## config.mk

```make
export PLATFORM = sky130hd
export DESIGN_NAME = fifo_wr_arbiter
export DESIGN_NICKNAME = d
export VERILOG_FILES = /design/src/rtl/fifo_arb_pkg.sv /design/src/rtl/fifo_wr_arbiter_rr_priority_pick.sv /design/src/rtl/fifo_wr_arbiter.sv
export SDC_FILE = /design/constraint.sdc
export NUM_CORES = 1
export LEC_CHECK = 0
export BUFFER_PORTS_ARGS = -buffer_cell sky130_fd_sc_hd__buf_2
export CAP_MARGIN = 10
export CELL_PAD_IN_SITES_DETAIL_PLACEMENT = 0
export CELL_PAD_IN_SITES_GLOBAL_PLACEMENT = 2
export CORE_MARGIN = 3
export CORE_UTILIZATION = 29
export CTS_CLUSTER_SIZE = 28
export DETAILED_ROUTE_END_ITERATION = 7
export PLACE_DENSITY = 0.95
export SETUP_SLACK_MARGIN = 0.1
export SYNTH_ARGS = -nofsm -noshare
export SYNTH_HDL_FRONTEND = slang
export SYNTH_HIERARCHICAL = 1
export SYNTH_SLANG_ARGS = --single-unit
```

## constraint.sdc

```tcl
create_clock -name CLK -period 4 [get_ports CLK]
set_input_delay 0.4 -clock CLK [delete_from_list [all_inputs] [get_ports CLK]]
set_output_delay 0.4 -clock CLK [all_outputs]
set_load 0.01 [all_outputs]
```

## src/rtl/fifo_arb_pkg.sv

```systemverilog
// Shared state type, width helpers and constants for the FIFO write-port arbiter.
package fifo_arb_pkg;

    typedef enum logic {
        IDLE  = 1'b0,
        GRANT = 1'b1
    } arb_state_e;

    localparam int STALL_W = 16;

    function automatic int ptr_width(input int num_req);
        return (num_req > 1) ? $clog2(num_req) : 1;
    endfunction

    function automatic int cnt_width(input int burst_max);
        return (burst_max > 0) ? $clog2(burst_max + 1) : 1;
    endfunction

    // One-hot positions whose index has bit_pos set; builds a one-hot to index encoder.
    function automatic int enc_mask(input int bit_pos, input int num_req);
        int m;
        m = 0;
        for (int j = 0; j < num_req; j++) begin
            if (((j >> bit_pos) & 1) == 1) m = m | (1 << j);
        end
        return m;
    endfunction

endpackage

```

## src/rtl/fifo_wr_arbiter_rr_priority_pick.sv

```systemverilog
// Combinational round-robin pick: first set request searching upward from i_last+1, wrapping.
module rr_priority_pick
    import fifo_arb_pkg::*;
#(
    parameter int NUM_REQ = 4,
    parameter int PTR_W   = ptr_width(NUM_REQ)
) (
    input  logic [NUM_REQ-1:0] i_req,
    input  logic [PTR_W-1:0]   i_last,
    output logic [NUM_REQ-1:0] o_pick,
    output logic               o_valid
);

    localparam logic [PTR_W:0] NUM_REQ_W = (PTR_W + 1)'(NUM_REQ);

    // Slot k of the rotated view holds requester (i_last + 1 + k) mod NUM_REQ.
    logic [PTR_W-1:0]   w_slot_idx [NUM_REQ];
    logic [NUM_REQ-1:0] w_rot;
    logic [NUM_REQ-1:0] w_hit;

    genvar k, j;
    generate
        for (k = 0; k < NUM_REQ; k++) begin : g_slot
            localparam logic [NUM_REQ-1:0] EARLIER = NUM_REQ'((1 << k) - 1);
            logic [PTR_W:0] w_sum;
            assign w_sum         = {1'b0, i_last} + (PTR_W + 1)'(k + 1);
            assign w_slot_idx[k] = (w_sum >= NUM_REQ_W) ? PTR_W'(w_sum - NUM_REQ_W) : PTR_W'(w_sum);
            assign w_rot[k]      = i_req[w_slot_idx[k]];
            assign w_hit[k]      = w_rot[k] & ~|(w_rot & EARLIER);
        end

        for (j = 0; j < NUM_REQ; j++) begin : g_out
            logic [NUM_REQ-1:0] w_match;
            for (k = 0; k < NUM_REQ; k++) begin : g_match
                assign w_match[k] = (w_slot_idx[k] == PTR_W'(j));
            end
            assign o_pick[j] = |(w_hit & w_match);
        end
    endgenerate

    assign o_valid = |i_req;

endmodule

```

## src/rtl/fifo_wr_arbiter.sv

```systemverilog
// Round-robin burst arbiter sharing one FIFO write port among NUM_REQ requesters.
// Optional FULL-stall counter on STALL_CNT: define FIFO_WR_ARB_STATS_EN.
module fifo_wr_arbiter
    import fifo_arb_pkg::*;
#(
    parameter int NUM_REQ   = 4,
    parameter int WIDTH     = 8,
    parameter int BURST_MAX = 4
) (
    input  logic                     CLK,
    input  logic                     RST,
    input  logic [NUM_REQ-1:0]       REQ,
    input  logic [NUM_REQ*WIDTH-1:0] REQ_DATA,
    input  logic                     FULL,
    output logic [NUM_REQ-1:0]       ACK,
    output logic [NUM_REQ-1:0]       GNT,
    output logic                     W_INC,
    output logic [WIDTH-1:0]         WR_DATA,
    output logic [STALL_W-1:0]       STALL_CNT
);

    localparam int               PTR_W    = ptr_width(NUM_REQ);
    localparam int               CNT_W    = cnt_width(BURST_MAX);
    localparam logic [CNT_W-1:0] CNT_LAST = CNT_W'(BURST_MAX - 1);
    localparam logic [PTR_W-1:0] PTR_INIT = PTR_W'(NUM_REQ - 1);

    arb_state_e         r_state;
    logic [NUM_REQ-1:0] r_gnt;
    logic [PTR_W-1:0]   r_owner;
    logic [PTR_W-1:0]   r_last;
    logic [CNT_W-1:0]   r_cnt;

    logic [WIDTH-1:0]   w_slice [NUM_REQ];
    logic [NUM_REQ-1:0] w_pick;
    logic               w_pick_valid;
    logic [PTR_W-1:0]   w_pick_idx;
    logic [PTR_W-1:0]   w_ptr;
    logic               w_owner_req;
    logic               w_release;

    genvar g;
    generate
        for (g = 0; g < NUM_REQ; g++) begin : g_slice
            assign w_slice[g] = REQ_DATA[g*WIDTH +: WIDTH];
        end
        for (g = 0; g < PTR_W; g++) begin : g_enc
            localparam logic [NUM_REQ-1:0] MASK = NUM_REQ'(enc_mask(g, NUM_REQ));
            assign w_pick_idx[g] = |(w_pick & MASK);
        end
    endgenerate

    // While granted, re-arbitration starts after the current owner.
    assign w_ptr = (r_state == GRANT) ? r_owner : r_last;

    rr_priority_pick #(
        .NUM_REQ (NUM_REQ),
        .PTR_W   (PTR_W)
    ) u_pick (
        .i_req   (REQ),
        .i_last  (w_ptr),
        .o_pick  (w_pick),
        .o_valid (w_pick_valid)
    );

    assign w_owner_req = |(REQ & r_gnt);
    assign W_INC       = (r_state == GRANT) & w_owner_req & ~FULL;
    assign ACK         = r_gnt & {NUM_REQ{W_INC}};
    assign WR_DATA     = W_INC ? w_slice[r_owner] : '0;
    assign GNT         = r_gnt;
    assign w_release   = (r_state == GRANT) & (~w_owner_req | (W_INC & (r_cnt == CNT_LAST)));

    always_ff @(posedge CLK) begin
        // NOTE: non-blocking assignments so every register here samples pre-edge values.
        if (!RST) begin
            r_state <= IDLE;
            r_gnt   <= '0;
            r_owner <= '0;
            r_last  <= PTR_INIT;
            r_cnt   <= '0;
        end else begin
            case (r_state)
                IDLE: begin
                    if (w_pick_valid) begin
                        r_state <= GRANT;
                        r_gnt   <= w_pick;
                        r_owner <= w_pick_idx;
                        r_cnt   <= '0;
                    end
                end
                GRANT: begin
                    if (w_release) begin
                        r_last <= r_owner;
                        r_cnt  <= '0;
                        if (w_pick_valid) begin
                            r_gnt   <= w_pick;
                            r_owner <= w_pick_idx;
                        end else begin
                            r_state <= IDLE;
                            r_gnt   <= '0;
                        end
                    end else if (W_INC) begin
                        r_cnt <= r_cnt + 1'b1;
                    end
                end
                default: r_state <= IDLE;
            endcase
        end
    end

`ifdef FIFO_WR_ARB_STATS_EN
    logic [STALL_W-1:0] r_stall;

    always_ff @(posedge CLK) begin
        if (!RST) begin
            r_stall <= '0;
        end else if ((r_state == GRANT) && w_owner_req && FULL && (r_stall != '1)) begin
            r_stall <= r_stall + 1'b1;
        end
    end

    assign STALL_CNT = r_stall;
`else
    assign STALL_CNT = '0;
`endif

endmodule

```

; ---- Word level (Yosys, flattened, before mapping)
; Index checks and enable logic that the tools add are counted.
[classes]
n_addsub = 9
mul = 0
div = 0
n_lt_le_gt_ge = 9
n_eq_ne = 16
shift = 0
muxes = 31
bitwise_logic = 18
reduce_logical = 20
[op_table]
columns = operator, count
row1 = 4-bit AND, 6
row2 = 8-bit two-way mux, 3
row3 = 4-bit OR reduction, 6
row4 = 8-bit binary-select mux with 2-bit select, 1
row5 = "2-bit equality test, second input constant", 8
row6 = 8-bit OR reduction, 2
row7 = "3-bit >= comparator, second input constant", 5
row8 = 2-bit two-way mux, 7
row9 = "2-bit by 3-bit less-than comparator with 1-bit output, second input constant", 4
row10 = 4-bit two-way mux, 3
row11 = 3-bit two-way mux, 3
row12 = 1-bit binary-select mux with 2-bit select, 4
row13 = "2-bit by 1-bit equality test with 1-bit output, second input constant", 4
row14 = 2-bit zero test, 4
row15 = 4-bit case mux with 2 select lines, 1
row16 = "2-bit by 1-bit subtractor with 2-bit output, second input constant", 4
row17 = 1-bit AND, 7
row18 = "2-bit by 2-bit adder with 3-bit output, second input constant", 2
row19 = 1-bit two-way mux, 6
row20 = 3-bit case mux with 2 select lines, 1
row21 = 2-bit AND reduction, 3
row22 = "2-bit by 1-bit inequality test with 1-bit output, second input constant", 2
row23 = 2-bit case mux with 2 select lines, 1
row24 = "2-bit by 1-bit adder with 3-bit output, second input constant", 1
row25 = 11 further kinds, 15
[totals]
register_bits = 12
latch_bits = 0
ram_bits = 0
rom_bits = 0
inputBits = 39
output_inout_bits = 33
word_cells = 108
mem_count = 0

; ---- Logic depth before layout (Yosys ltp)
[logic_depth]
depth_word = 14
mapped_depth = 11
mapped_depth_nobuf = 9

; ---- Modules after synthesis
; The synthesis kept the hierarchy.
[modules_own_cells]
columns = module, n_inst, cells_each, area_each_um2, seq_area_each_um2
row1 = fifo_wr_arbiter, 1, 110, 1072.3, 240.2
row2 = rr_priority_pick, 1, 48, 444.2, 0.0

; ---- Least setup slack after synthesis
; No wires, ideal clock.
[synth_path]
kind = register to register
startpoint = reg r_owner[1]
endpoint = reg r_owner[0]
setup_time_ns = 0.122
arrival_ns = 2.602
required_time_ns = 3.878
path_slack_ns = 1.277
stages_incl_launch_ff = 11
n_path_buf = 1
synth_period_minus_slack_ns = 2.723
path_cell_list = dfxtp_1 -> clkbuf_1 -> mux2_2 -> inv_1 -> ha_1 -> mux4_1 -> nor2b_1 -> a221oi_1 -> o2bb2ai_1 -> o21ai_0 -> mux2i_1
[synth_between]
elab_chain_len = 14
word_cells_on_any_way = 47
cone_classes = add/sub: 8 / order compare: 4 / eq/ne: 8 / mux: 16 / bitwise: 5 / reduce/logical: 6
[synth_rtl]
columns = item, line_no
row1 = "start, declared", fifo_wr_arbiter.sv:29  ; logic [PTR_W-1:0] r_owner;
row2 = "start signal, assigned", fifo_wr_arbiter.sv:86  ; r_owner <= w_pick_idx;
row3 = "start signal, assigned", fifo_wr_arbiter.sv:96  ; r_owner <= w_pick_idx;
row4 = 2-bit two-way mux (*), fifo_wr_arbiter.sv:53  ; assign w_ptr = (r_state == GRANT) ? r_owner : r_last;
row5 = via w_ptr[1], fifo_wr_arbiter.sv:37  ; logic [PTR_W-1:0] w_ptr;
row6 = 2-bit by 1-bit adder with 3-bit output or 2-bit by 2-bit adder with 3-bit output (tied branches), fifo_wr_arbiter_rr_priority_pick.sv:26  ; assign w_sum = {1'b0, i_last} + (PTR_W + 1)'(k + 1);
row7 = 3-bit >= comparator or 2-bit by 1-bit subtractor with 2-bit output (tied branches), fifo_wr_arbiter_rr_priority_pick.sv:27  ; assign w_slot_idx[k] = (w_sum >= NUM_REQ_W) ? PTR_W'(w_sum - NUM_REQ_W) : PTR_W'(w_sum);
row8 = 2-bit two-way mux, fifo_wr_arbiter_rr_priority_pick.sv:27
row9 = 1-bit binary-select mux with 2-bit select, fifo_wr_arbiter_rr_priority_pick.sv:28  ; assign w_rot[k] = i_req[w_slot_idx[k]];
row10 = 1-bit two-way mux (implied by the code), fifo_wr_arbiter_rr_priority_pick.sv:28
row11 = 3-bit OR reduction or 2-bit OR reduction (tied branches), fifo_wr_arbiter_rr_priority_pick.sv:29  ; assign w_hit[k] = w_rot[k] & ~|(w_rot & EARLIER);
row12 = 1-bit zero test, fifo_wr_arbiter_rr_priority_pick.sv:29
row13 = 1-bit AND, fifo_wr_arbiter_rr_priority_pick.sv:29
row14 = 4-bit AND, fifo_wr_arbiter_rr_priority_pick.sv:37  ; assign o_pick[j] = |(w_hit & w_match);
row15 = 8-bit OR reduction (*), fifo_wr_arbiter.sv:48  ; assign w_pick_idx[g] = |(w_pick & MASK);
row16 = 2-bit two-way mux (*), "fifo_wr_arbiter.sv:83, fifo_wr_arbiter.sv:94"
row17 = 2-bit two-way mux, fifo_wr_arbiter.sv:91  ; if (w_release) begin
row18 = 2-bit case mux with 2 select lines (*), fifo_wr_arbiter.sv:81  ; case (r_state)
; The timed path passes the listed nets; every way through them passes the cells marked *. The select of a mux whose other input is x is not followed.
; A chain may end at the register's enable or synchronous reset.

; ---- Final worst setup path
[layout_path]
startpoint = reg r_state
endpoint = reg r_owner[1]
[layout_between]
elab_chain_len = 14
word_cells_on_any_way = 54
cone_classes = add/sub: 8 / order compare: 4 / eq/ne: 9 / mux: 16 / bitwise: 11 / reduce/logical: 6
[layout_rtl]
columns = item, line_no
row1 = "start, declared", fifo_wr_arbiter.sv:27  ; arb_state_e r_state;
row2 = "start signal, assigned", fifo_wr_arbiter.sv:75  ; r_state <= IDLE;
row3 = "start signal, assigned", fifo_wr_arbiter.sv:84  ; r_state <= GRANT;
row4 = "start signal, assigned", fifo_wr_arbiter.sv:98  ; r_state <= IDLE;
row5 = 2-bit two-way mux (*), fifo_wr_arbiter.sv:53
row6 = via w_ptr[0], fifo_wr_arbiter.sv:37
row7 = 2-bit by 1-bit adder with 3-bit output or 2-bit by 2-bit adder with 3-bit output (tied branches), fifo_wr_arbiter_rr_priority_pick.sv:26
row8 = 3-bit >= comparator or 2-bit by 1-bit subtractor with 2-bit output (tied branches), fifo_wr_arbiter_rr_priority_pick.sv:27
row9 = 2-bit two-way mux, fifo_wr_arbiter_rr_priority_pick.sv:27
row10 = 1-bit binary-select mux with 2-bit select, fifo_wr_arbiter_rr_priority_pick.sv:28
row11 = 1-bit two-way mux (implied by the code), fifo_wr_arbiter_rr_priority_pick.sv:28
row12 = 3-bit OR reduction or 2-bit OR reduction (tied branches), fifo_wr_arbiter_rr_priority_pick.sv:29
row13 = 1-bit zero test, fifo_wr_arbiter_rr_priority_pick.sv:29
row14 = 1-bit AND, fifo_wr_arbiter_rr_priority_pick.sv:29
row15 = 4-bit AND, fifo_wr_arbiter_rr_priority_pick.sv:37
row16 = 8-bit OR reduction (*), fifo_wr_arbiter.sv:48
row17 = 2-bit two-way mux (*), "fifo_wr_arbiter.sv:83, fifo_wr_arbiter.sv:94"
row18 = 2-bit two-way mux, fifo_wr_arbiter.sv:91
row19 = 2-bit case mux with 2 select lines (*), fifo_wr_arbiter.sv:81
; Marked as above.

==> flow_summary.toml <==
[routing]
routedWlPerCell_um = 12.70
dr.pass1.iters = 4
ant_nets = 0
totalWireLength_um = 3504
drc_errors = 0
drtIter0Drc = 84
dr_total_vias = 1323
viasPerCell = 4.793

[timing]
slew_viol_final = 0
min_period_ns = 2.958
slew_headroom = 0.5288
finalCritPeriodShare = 0.7395
worst_pin_slew_ns = 0.6980
rsz0062_at_grt = "no"
setup_viol = 0
fin_tns_setup_ns = 0
fmax_ghz = 0.3380
hold_violations = 0
clock_skew_ns = 0.001767

[synthesis]
netlist_instances = 158
syn_area_per_cell_um2 = 9.598
yosysWarnings = 6
ys_seq_elements = 12
synth_area_leaders = "dfxtp_1 16%, mux4_2 15%, buf_4 7.9%, ha_1 7.4%, mux2i_1 4.0%"
synth_edf_count = 0
yosysTopAreaCell = "dfxtp_1"
ys_types = 41
ys_seq_area_frac = 0.1584
syn_area_um2 = 1516
ys_async_sr_fraction = 0
synth-main-ff-cell = "dfxtp_1"
yosysTopAreaCellShare = 0.1584

[clock_network]
clockBufferDepth = 2
ctsResizeCount = 0
cts_tree = "done"
cts_buffers = 3
clock-root-buffer = "clkbuf_8"
htree_num_levels = 1
clock_latency_ns = 0.24
cts_setup_buffers = 0
clk_pin_slew_ns = 0.05
clock-sinks = 12
cts_hold_buf = 0

[critical_path]
critPathKind = "flop to flop"
critPathLaunchType = "flop"
cp_data_arrival_time_ns = 3.09
path_max_fanout = 17
critPathRequiredTime_ns = 4.13
r2r_end = "r_owner[1]"
rr_startpoint = "r_state"
rr_worst_depth = 9
reg2reg_setup_slack_ns = 1.04
end_kind = "flop"

[placed_design]
placed_area_um2 = 1750
gp_congestion = 0.8976
dp.cells = 272
numPortBuffers = 55
dp_hpwl_um = 2786

[final_layout]
nFillCells = 512
fin_nets = 258
syn2layout_area_growth_pct = 19.06
layout-drive-gt1-share = 0.4163
final_cells = 276
num_antenna_cells = 0
postLayoutCellArea_um2 = 1805

[die]
die_w_um = 78.31
start_util = 0.3108
row_count = 25
die_h_um = 78.31
die_area_um2 = 6132
io_pins = 72
fp.coreArea_um2 = 4880

[power_and_ir_drop]
total_power_mw = 0.9299
p_leak_nw = 0.8512
ir_drop_uv = 201.2
power_density_nw_per_um2 = 515.1

[min_path]
hp-class = "flop to flop"
worstHoldPathCells = 2
hp-start = "r_cnt[1]"
whs_endpoint = "r_cnt[1]"

[grt]
grt_pass1_wl_um = 5602
antenna_found_initial = 0
globalRoute.totalOverflow = 0
grt_usage = 0.1125
grt_max_degree = 22
grt_pass1_vias = 1182

[status]
run_status = "finished clean"

[flow_run]
max-cap-violations = 0
## state kept, by name (all words and copies together) (netlist names)
signal	cells
r_last	2
r_cnt	3
r_owner	2
GNT	4
r_state	1
## worst max path at each step
stage / startpoint / end / cells past startpoint
after floorplan: r_owner[1] / r_owner[0] / 10
after global placement: r_owner[1] / r_owner[1] / 9
after detailed placement: r_state / r_owner[1] / 9
after CTS: r_state / r_owner[1] / 9
after global routing: r_state / r_owner[1] / 9
final: r_state / r_owner[1] / 9
## cell type report
type                    count  area (µm²)  area share
multi-input cells         129        1114      0.6168
repair buffers             56       282.8      0.1566
flip-flops and latches     12       240.2      0.1331
well taps                  67       83.83     0.04643
clock buffers               4       55.05     0.03049
inverters                   8       30.03     0.01663
## stage by stage
step                  util  setup WS, ns  hold WS (ns)
finish              0.3700         1.042        0.4788
global route        0.3700        0.7402        0.5382
CTS                 0.3700         1.034        0.4802
detailed placement  0.3587         1.058        0.4725
global placement    0.3587         1.151        0.4663
floorplan                -         1.277        0.4521
## cell usage after synthesis (3+ instances only)
library cell  count
inv_1             8
o22ai_1           4
nand3b_1          4
mux2i_1           6
nand2_1          13
buf_6             5
o21ai_0           9
dfxtp_1          12
and2_1            8
buf_4            16
nor2_1            5
mux4_2           10
and2_2            4
nor2b_1           6
o311ai_0          3
ha_1              9
mux2_2            3
## critical path, cell delays in order (launching register included)
cell and delay, ns:
dfxtp_1 0.47, mux2_2 0.44, inv_1 0.16, ha_1 0.40
mux4_1 0.56, nor2b_1 0.16, a221oi_1 0.25, o2bb2ai_1 0.15
o21ai_0 0.17, mux2i_1 0.09
## power breakdown
part           internal, mW  total [mW]  switching [mW]
clock network        0.0871       0.134          0.0468
registers             0.155       0.204          0.0483
logic                 0.287       0.592           0.305
total                 0.530       0.930           0.400
## metal layers
metal,up-vias,routed length [µm],GRT usage
li1,652,-,-
met1,607,1530,0.1457
met2,60,1639,0.1798
met3,4,283,0.02294
met4,0,51,0.05070
met5,-,0,0
## cells by family after synthesis
kind of cell / after synthesis / share of synthesized area
simple gates: 48 / 0.1873
compound gates: 36 / 0.2055
buf+inv: 32 / 0.1444
mux: 20 / 0.2277
flops: 12 / 0.1584
fa+ha+maj: 9 / 0.07426
other cells: 1 / 0.002473
## layout by cell type, fill, tap and decap left out, drive strengths merged
master	instances
a21oi	2
a21o	2
mux2i	6
clkbuf	4
nand3b	4
a31o	1
buf	56
nor2b	6
nor2	5
a32o	1
and2b	1
a31oi	2
and2	12
nand2	14
conb	16
or3b	2
o22ai	4
mux4	11
o311ai	3
a22oi	2
o2bb2ai	2
dfxtp	12
or4	1
mux2	3
nand3	1
or2	1
a2111oi	2
a21boi	2
inv	8
a221oi	2
nand2b	1
o21ai	9
a211oi	1
o211ai	1
ha	9
No activity file was read; power rests on OpenSTA's default activity.
